`src/rtl/emergency_phase_sequencer_if.sv`:
```
// Lamp-side bundle of the emergency phase sequencer: timebase, requests, hold length, normal greens and all lamp/status outputs.
// Latency: none, wires only.
// Backpressure: none; the sequencer consumes every input on every clock.
interface emergency_phase_sequencer_if #(
  parameter int TW = 7
);
  logic          tick;
  logic [0:7]    laneRequest;
  logic [TW-1:0] loadTime;
  logic [0:7]    normalGreen;
  logic [0:7]    green;
  logic [0:7]    yellow;
  logic [0:7]    red;
  logic          emergencyActive;
  logic [1:0]    grantPair;
  logic [TW-1:0] phaseTimer;

  // Driver of requests and schedule (encoder / scheduler / bench side)
  modport master (
    output tick, laneRequest, loadTime, normalGreen,
    input  green, yellow, red, emergencyActive, grantPair, phaseTimer
  );

  // The sequencer itself
  modport slave (
    input  tick, laneRequest, loadTime, normalGreen,
    output green, yellow, red, emergencyActive, grantPair, phaseTimer
  );
endinterface

```
`src/rtl/emergency_phase_sequencer.sv`:
```
// Emergency preemption of the light schedule: yellow-clear conflicting greens, hold granted pair, all-red, back to normal. Optional macro EMERGENCY_PREEMPT_EN lets a lower-index pair preempt during HOLD.
// Latency: all lamps and status are registered; lamps reflect the phase entered on the last edge (normal greens follow normalGreen by 1 cycle).
// Backpressure: none; requests are sampled only at arbitration points and ignored otherwise.
module emergency_phase_sequencer #(
  parameter int YELLOW_TICKS = 3,
  parameter int ALLRED_TICKS = 2,
  parameter int TW           = 7
) (
  input  logic                   clk,
  input  logic                   resetN,
  emergency_phase_sequencer_if.slave bus
);

  typedef enum logic [1:0] {NORMAL, CLEAR, HOLD, RECOVER} state_t;

  state_t        state, state_nxt;
  logic [TW-1:0] timer, timer_nxt;
  logic [0:7]    snap, snap_nxt;
  logic [1:0]    grant, grant_nxt;

  logic [0:7]    green_q, yellow_q, red_q;
  logic          active_q;
  logic [0:7]    green_nxt, yellow_nxt, red_nxt;
  logic          active_nxt;
  logic [0:7]    lamp_mask;

  logic          any_req;
  logic [1:0]    win_pair;
  logic [TW-1:0] hold_load;
  logic          expire;
  logic          clear_short;
  logic [0:7]    grant_mask;
  logic          preempt;

  // Two adjacent lanes belonging to pair p
  function automatic logic [0:7] pair_mask(input logic [1:0] p);
    logic [0:7] m;
    m = '0;
    m[{p, 1'b0}] = 1'b1;
    m[{p, 1'b1}] = 1'b1;
    return m;
  endfunction

  // Lowest active pair wins; with no even lane set the result is 3, which can never preempt
  assign any_req  = |bus.laneRequest;
  assign win_pair = bus.laneRequest[0] ? 2'd0 :
                    bus.laneRequest[2] ? 2'd1 :
                    bus.laneRequest[4] ? 2'd2 : 2'd3;

  // A zero hold length still gives one tick of green
  assign hold_load   = (bus.loadTime == '0) ? TW'(1) : bus.loadTime;
  assign expire      = bus.tick && (timer == TW'(1));
  assign grant_mask  = pair_mask(grant);
  assign clear_short = ((snap & ~grant_mask) == '0);

`ifdef EMERGENCY_PREEMPT_EN
  assign preempt = (win_pair < grant);
`else
  assign preempt = 1'b0;
`endif

  // Next phase, countdown, snapshot and grant
  always_comb begin
    state_nxt = state;
    timer_nxt = timer;
    snap_nxt  = snap;
    grant_nxt = grant;
    case (state)
      NORMAL: begin
        if (any_req) begin
          state_nxt = CLEAR;
          snap_nxt  = green_q;
          grant_nxt = win_pair;
          timer_nxt = TW'(YELLOW_TICKS);
        end
      end
      CLEAR: begin
        if (clear_short || expire) begin
          state_nxt = HOLD;
          timer_nxt = hold_load;
        end else if (bus.tick) begin
          timer_nxt = timer - TW'(1);
        end
      end
      HOLD: begin
        if (preempt) begin
          state_nxt = CLEAR;
          snap_nxt  = grant_mask;
          grant_nxt = win_pair;
          timer_nxt = TW'(YELLOW_TICKS);
        end else if (expire) begin
          if (bus.laneRequest[{grant, 1'b0}]) begin
            timer_nxt = hold_load;
          end else begin
            state_nxt = RECOVER;
            timer_nxt = TW'(ALLRED_TICKS);
          end
        end else if (bus.tick) begin
          timer_nxt = timer - TW'(1);
        end
      end
      RECOVER: begin
        if (expire) begin
          if (any_req) begin
            state_nxt = CLEAR;
            snap_nxt  = '0;
            grant_nxt = win_pair;
            timer_nxt = TW'(YELLOW_TICKS);
          end else begin
            state_nxt = NORMAL;
            timer_nxt = '0;
          end
        end else if (bus.tick) begin
          timer_nxt = timer - TW'(1);
        end
      end
      default: state_nxt = NORMAL;
    endcase
  end

  // Lamp pattern of the phase being entered, so registered lamps match the current phase
  always_comb begin
    green_nxt  = '0;
    yellow_nxt = '0;
    red_nxt    = '1;
    lamp_mask  = pair_mask(grant_nxt);
    active_nxt = (state_nxt != NORMAL);
    case (state_nxt)
      NORMAL: begin
        green_nxt = bus.normalGreen;
        red_nxt   = ~bus.normalGreen;
      end
      CLEAR: begin
        green_nxt  = snap_nxt & lamp_mask;
        yellow_nxt = snap_nxt & ~lamp_mask;
        red_nxt    = ~snap_nxt;
      end
      HOLD: begin
        green_nxt = lamp_mask;
        red_nxt   = ~lamp_mask;
      end
      default: begin
        green_nxt  = '0;
        yellow_nxt = '0;
        red_nxt    = '1;
      end
    endcase
  end

  // State, timer and lamp registers; reset drops straight to all-red with no yellow
  always_ff @(posedge clk or negedge resetN) begin
    if (!resetN) begin
      state    <= NORMAL;
      timer    <= '0;
      snap     <= '0;
      grant    <= '0;
      green_q  <= '0;
      yellow_q <= '0;
      red_q    <= '1;
      active_q <= 1'b0;
    end else begin
      state    <= state_nxt;
      timer    <= timer_nxt;
      snap     <= snap_nxt;
      grant    <= grant_nxt;
      green_q  <= green_nxt;
      yellow_q <= yellow_nxt;
      red_q    <= red_nxt;
      active_q <= active_nxt;
    end
  end

  assign bus.green           = green_q;
  assign bus.yellow          = yellow_q;
  assign bus.red             = red_q;
  assign bus.emergencyActive = active_q;
  assign bus.grantPair       = grant;
  assign bus.phaseTimer      = timer;

endmodule

```
`src/flat_wrapper.sv`:
```
// flat-port wrapper written by rule: the top's interface ports become plain ports
module emergency_phase_sequencer_flat 
#(
  parameter int YELLOW_TICKS = 3,
  parameter int ALLRED_TICKS = 2,
  parameter int TW           = 7
)
  (clk, resetN, bus_tick, bus_laneRequest, bus_loadTime, bus_normalGreen, bus_green, bus_yellow, bus_red, bus_emergencyActive, bus_grantPair, bus_phaseTimer);
  emergency_phase_sequencer_if #(.TW(TW)) bus_i ();
  input  logic clk;
  input  logic resetN;
  input wire logic [$bits(bus_i.tick)-1:0] bus_tick;
  input wire logic [$bits(bus_i.laneRequest)-1:0] bus_laneRequest;
  input wire logic [$bits(bus_i.loadTime)-1:0] bus_loadTime;
  input wire logic [$bits(bus_i.normalGreen)-1:0] bus_normalGreen;
  output wire logic [$bits(bus_i.green)-1:0] bus_green;
  output wire logic [$bits(bus_i.yellow)-1:0] bus_yellow;
  output wire logic [$bits(bus_i.red)-1:0] bus_red;
  output wire logic [$bits(bus_i.emergencyActive)-1:0] bus_emergencyActive;
  output wire logic [$bits(bus_i.grantPair)-1:0] bus_grantPair;
  output wire logic [$bits(bus_i.phaseTimer)-1:0] bus_phaseTimer;
  assign bus_i.tick = bus_tick;
  assign bus_i.laneRequest = bus_laneRequest;
  assign bus_i.loadTime = bus_loadTime;
  assign bus_i.normalGreen = bus_normalGreen;
  assign bus_green = bus_i.green;
  assign bus_yellow = bus_i.yellow;
  assign bus_red = bus_i.red;
  assign bus_emergencyActive = bus_i.emergencyActive;
  assign bus_grantPair = bus_i.grantPair;
  assign bus_phaseTimer = bus_i.phaseTimer;
  emergency_phase_sequencer #(.YELLOW_TICKS(YELLOW_TICKS), .ALLRED_TICKS(ALLRED_TICKS), .TW(TW)) u_core (.clk(clk), .resetN(resetN), .bus(bus_i));
endmodule
```
`config.mk`:
```
export PLATFORM = sky130hd
export DESIGN_NAME = emergency_phase_sequencer_flat
export DESIGN_NICKNAME = d
export VERILOG_FILES = /design/src/rtl/emergency_phase_sequencer_if.sv /design/src/rtl/emergency_phase_sequencer.sv /design/src/flat_wrapper.sv
export SDC_FILE = /design/constraint.sdc
export NUM_CORES = 1
export LEC_CHECK = 0
export ABC_CLOCK_PERIOD_IN_PS = 4100
export CORE_MARGIN = 2
export CORE_UTILIZATION = 53
export DETAILED_ROUTE_END_ITERATION = 8
export PLACE_DENSITY = 0.85
export RECOVER_POWER = 100
export SLEW_MARGIN = 20
export SYNTH_ARGS = -nofsm -noshare
export SYNTH_HDL_FRONTEND = slang
export SYNTH_SLANG_ARGS = --single-unit
```
`constraint.sdc`:
```
create_clock -name clk -period 4.1 [get_ports clk]
set_clock_uncertainty 0.05 [all_clocks]
set_input_delay 0.615 -clock clk [delete_from_list [all_inputs] [get_ports clk]]
set_output_delay 0.615 -clock clk [all_outputs]
set_load 0.005 [all_outputs]
```
* Word-level counts from Yosys, hierarchy flattened
Index checks and enable logic that the tools add are counted.
** Word-level totals
- Bits of input ports :: 26
- Logic and storage cells :: 89
- Flip-flop bits (word level) :: 44
- Output and inout port bits :: 34
** Operators by class
- Equality and inequality tests :: 7
- Add/subtract/negate cells :: 1
- Mux-type cells :: 40
- Reduce and logical (&&, ||, !) cells :: 12
- Order comparisons :: 8
- Bitwise operators :: 13
** Operators by type and width (number)
- 7-bit two-way mux :: 7
- 8-bit case mux with 3 select lines :: 2
- 8-bit two-way mux :: 4
- 8-bit inverter :: 4
- 7-bit case mux with 4 select lines :: 1
- 8-bit AND :: 3
- 2-bit two-way mux :: 10
- 4-bit >= comparator (second input constant) :: 4
- 4-bit by 1-bit less-than comparator with 1-bit output (second input constant) :: 4
- 3-bit inverter with 4-bit output :: 4
- 8-bit OR :: 2
- 8-bit case mux with 2 select lines :: 1
- 1-bit demux with 3-bit select :: 4
- 8-bit logical NOT :: 1
- 1-bit two-way mux :: 8
- 2-bit case mux with 4 select lines :: 1
- 8-bit OR reduction :: 1
- 7-bit by 1-bit equality test with 1-bit output (second input constant) :: 1
- 7-bit logical NOT :: 1
- 7-bit by 1-bit subtractor with 7-bit output (second input constant) :: 1
- 2-bit equality test (second input constant) :: 3
- 1-bit logical AND :: 5
- 2-bit by 1-bit equality test with 1-bit output (second input constant) :: 2
- 2-bit logical NOT :: 2
- other kinds (5) :: 5

* Logic depth before layout (Yosys ltp)
- Word-level depth :: 15
- Mapped depth :: 10
- Gate-level depth less buffers :: 9

* Least setup slack after synthesis
No wires, ideal clock.
- Path kind :: input-to-reg
- Start point :: input bus_laneRequest[0]
- End point :: register u_core.red_q (netlist bit u_core.bus.red[6])
- Stages :: 7
- Required time :: 3.972 ns
- Slack :: 1.391 ns
- Setup time :: 0.078 ns
- Arrival :: 2.581 ns
- Path buffers :: 0
- Cells stage by stage :: or4_1 > o41ai_4 > o2bb2ai_2 > and3_4 > inv_4 > or3_4 > and3_1
** On the way
- Elaborated cells between the ends (all ways) :: 36
- Those cells by class :: 4 x order compare; 2 x eq/ne; 21 x mux; 5 x bitwise; 4 x reduce/logical
** RTL lines
- start, declared :: RTL line flat_wrapper.sv:13 : input wire logic [$bits(bus_i.laneRequest)-1:0] bus_laneRequest;
- 1-bit binary-select mux with 3-bit select :: RTL line emergency_phase_sequencer.sv:92 : if (bus.laneRequest[{grant, 1'b0}]) begin
- 1-bit two-way mux (implied by the code) (2 in series) :: RTL line emergency_phase_sequencer.sv:92
- 2-bit two-way mux :: RTL line emergency_phase_sequencer.sv:92
- 2-bit two-way mux :: RTL line emergency_phase_sequencer.sv:91 : end else if (expire) begin
- 2-bit case mux with 4 select lines * :: RTL line emergency_phase_sequencer.sv:68 : case (state)
- net u_core.state_nxt[0] :: RTL line emergency_phase_sequencer.sv:16 : state_t state, state_nxt;
- 2-bit equality test, or another cell as far along :: RTL line emergency_phase_sequencer.sv:128 : case (state_nxt)
- 8-bit case mux with 3 select lines * :: RTL line emergency_phase_sequencer.sv:128
- net u_core.red_nxt, one bit :: RTL line emergency_phase_sequencer.sv:23 : logic [0:7] green_nxt, yellow_nxt, red_nxt;
- end signal, assigned :: RTL line emergency_phase_sequencer.sv:168 : red_q <= red_nxt;
- end, declared :: RTL line emergency_phase_sequencer.sv:21 : logic [0:7] green_q, yellow_q, red_q;
Mark *: on every way through the listed nets, which the timed path passes. The rest lies on a longest branch. The select of a mux whose other input is x is not followed.
A chain may end at the register's enable or synchronous reset.

* Worst setup path in the final report
- Start point :: input bus_laneRequest[5]
- End point :: register u_core.red_q (netlist bit u_core.bus.red[4])
The elaborated chain is that of the path after synthesis.

==> run summary <==
Status: complete, but fails checks
Failing checks: capacitance limit, slew limit
Routed WL per cell: 17.9 µm
Max IR drop VDD: 0.474 mV
Post-synth top flop: dfrtp_1
Worst-path fanout max: 20
Cts bufs inserted: 5
Root Buffer: clkbuf_8
DR vias: 2234
Multi-input gate area: 1260 µm²
CTS Buffer Depth: 2
Max-Cap Viols: 1
Register area: 1110 µm²
I/O pin total: 60
Pin count of the biggest net entering global routing: 45
Final Wtd Congestion: 0.868
Share of post-route cells with drive strength above 1: 7.59%
H-tree depth: 2
CP Capture Type: register
Yosys warning count: 0
Number of flops mapped to enable cells by yosys: 0
Hold Vio Cnt, Final: 0
Yosys top cell by area: dfrtp_1
RSZ-0062 raised after global routing: no
Most common cell in the netlist: dfrtp_1
Average cell area after synthesis: 10.2 µm²
Period utilization: 88.8%
Setup WS pre-CTS: 513 ps
Req. time, crit path: 4260 ps
Die width: 72.2 µm
Endpoints failing setup: 0
Leak: 1.42 nW
Top cells by area, synth: dfrtp_1 (37%), dfstp_2 (8.5%), and3_1 (4.8%)
Fillers: 348
WS Path Type: in2reg
Arr. time, crit path: 3800 ps
Mapped Cells: 243
Drt first pass iters: 4
Global route total overflow: 0
Post-DP HPWL: 4.58 mm
Power Dens Cells: 783 nW/µm²
Post-synthesis sequential area ratio: 45.0%
TritonCTS clock tree: done
Worst min path class: in2async
Die area: 5220 µm²
Clock transition at path regs: 80 ps
Rel. slew slack: -19.6%
Setup WS post-layout: 460 ps
Postcts setup bufs: 0
Detailed-route DRC error count: 0
TritonCTS sink count: 44
DR iter-0 viols: 207
Core ar.: 4410 µm²
Fin nets: 334
Syn_nets: 275
Async set-reset flop share out of synthesis: 100%
F_max: 275 MHz
Final Max Slew Viols: 36
Synth top cells by count: dfrtp_1 (36), nand2_1 (20), and3_1 (19)
Gr usage total: 26.3%
# rows: 24
Number of global-route vias before repair: 2162
Initial Utilization: 55.9%
CTS Hold Bufs: 0
Slew @ Worst Pin: 1790 ps
Initial antenna violation count: 0
Cts repair resizes: 0
Final min period: 3640 ps
First-pass GRT wire length: 10.6 mm
#FFs+latches synth: 44
Ant diodes: 0
Post-synth top area share: 36.5%
Mapped Area: 2470 µm²
Layout area overhead: 28.8%
Clock latency at the later pin of the worst-skew pair: 300 ps
Drt via density: 6.29
Die Y-Extent: 72.2 µm
Distinct cells, synth: 58
DRT Wirelength: 6.34 mm
Total negative slack: 0 ps
Routed Antenna Nets: 0
Startpoint Class: primary input
I/O Buffers: 59
-- layer usage --
metal	GRT usage [%]	routed length (µm)
met1	36.3	2810
met2	41.8	3050
met3	5.42	407
met4	8.18	75
met5	0	0
-- cell families (layout without fill, tap and decap cells) --
| kind of cell | after synthesis | in the layout | synth area share (%) |
|---|---|---|---|
| simple gates | 103 | 103 | 25.4 |
| flops | 44 | 44 | 45.0 |
| xor+xnor | 6 | 6 | 2.13 |
| mux | 5 | 5 | 2.03 |
| fa+ha+maj | 6 | 6 | 3.04 |
| buf+inv | 18 | 78 | 3.04 |
| compound gates | 61 | 61 | 19.3 |
-- critical path, cell delays in order --
cell and delay [ps]:
dlygate4sd3_1 600, or4_1 610, nor3_1 730, nand2_1 120, o31a_1 370, inv_1 230
nor2_1 200, a211oi_1 310
-- final timing paths --
check / start / endpoint / slack (ps) / cells after the start
min reg2reg: u_core.bus.green[0]$_DFF_PN0_ / u_core.snap[0]$_DFF_PN0_ / 500 / 1
max in group asynchronous: resetN / u_core.bus.green[3]$_DFF_PN0_ / 1750 / 2
max: bus_laneRequest[5] / u_core.bus.red[4]$_DFF_PN1_ / 460 / 8
max reg2reg: u_core.bus.phaseTimer[2]$_DFFE_PN0P_ / u_core.bus.yellow[7]$_DFF_PN0_ / 660 / 7
min in group clk: u_core.bus.green[0]$_DFF_PN0_ / u_core.snap[0]$_DFF_PN0_ / 500 / 1
min: resetN / u_core.bus.phaseTimer[1]$_DFFE_PN0P_ / 200 / 1
-- flip-flops by register name, indices dropped and copies added (netlist names) --
register / flops
u_core.bus.emergencyActive: 1
u_core.bus.grantPair: 2
u_core.bus.green: 8
u_core.bus.phaseTimer: 7
u_core.bus.red: 8
u_core.bus.yellow: 8
u_core.snap: 8
u_core.state: 2
-- through the flow --
stage | cell area (µm²) | hold slack, ps | instances | utilization (%) | total power [mW]
final | 3180 | 199 | 355 | 72.0 | 2.49
after global routing | 3180 | 225 | 355 | 72.0 | 2.68
after CTS | 3190 | 439 | 354 | 72.3 | 2.53
after detailed placement | 3080 | 481 | 346 | 69.8 | 2.19
after global placement | 3080 | 488 | 346 | 69.8 | 2.15
after floorplan | 2470 | 269 | 243 | - | 1.69
-- cell type report --
type | instances | share of cell area, %
clock buffer | 6 | 2.28
clock inverter | 2 | 1.10
inverter | 10 | 1.26
multi-input combinational | 181 | 39.8
sequential | 44 | 35.0
tap | 52 | 2.05
timing repair buffer | 60 | 18.5
-- power by group --
| group | total (mW) | internal, mW | switching [mW] |
|---|---|---|---|
| logic | 1.41 | 0.618 | 0.795 |
| clock network | 0.334 | 0.181 | 0.153 |
| registers | 0.740 | 0.615 | 0.126 |
| total | 2.49 | 1.41 | 1.07 |
-- cells in the final DEF, fill, tap and decap left out, drive strengths merged, types with 3 or more instances in the layout --
master,netlist,routed
dfrtp,36,36
dlygate4sd3,0,35
clkdlybuf4s50,0,23
nand2,20,20
and3,20,20
o21ai,12,12
nor2,11,11
inv,10,10
dfstp,8,8
clkbuf,4,8
nand3,7,7
a211oi,7,7
nor4,7,7
nor3,6,6
a22o,6,6
or3,6,6
a2bb2oi,6,6
ha,6,6
a21oi,5,5
mux2i,5,5
or4,5,5
nor4b,4,4
a32oi,4,4
or2,4,4
o21a,3,3
nand2b,3,3
o211ai,3,3
xor2,3,3
xnor2,3,3
Note: power is estimated with default switching activity, not from simulation.
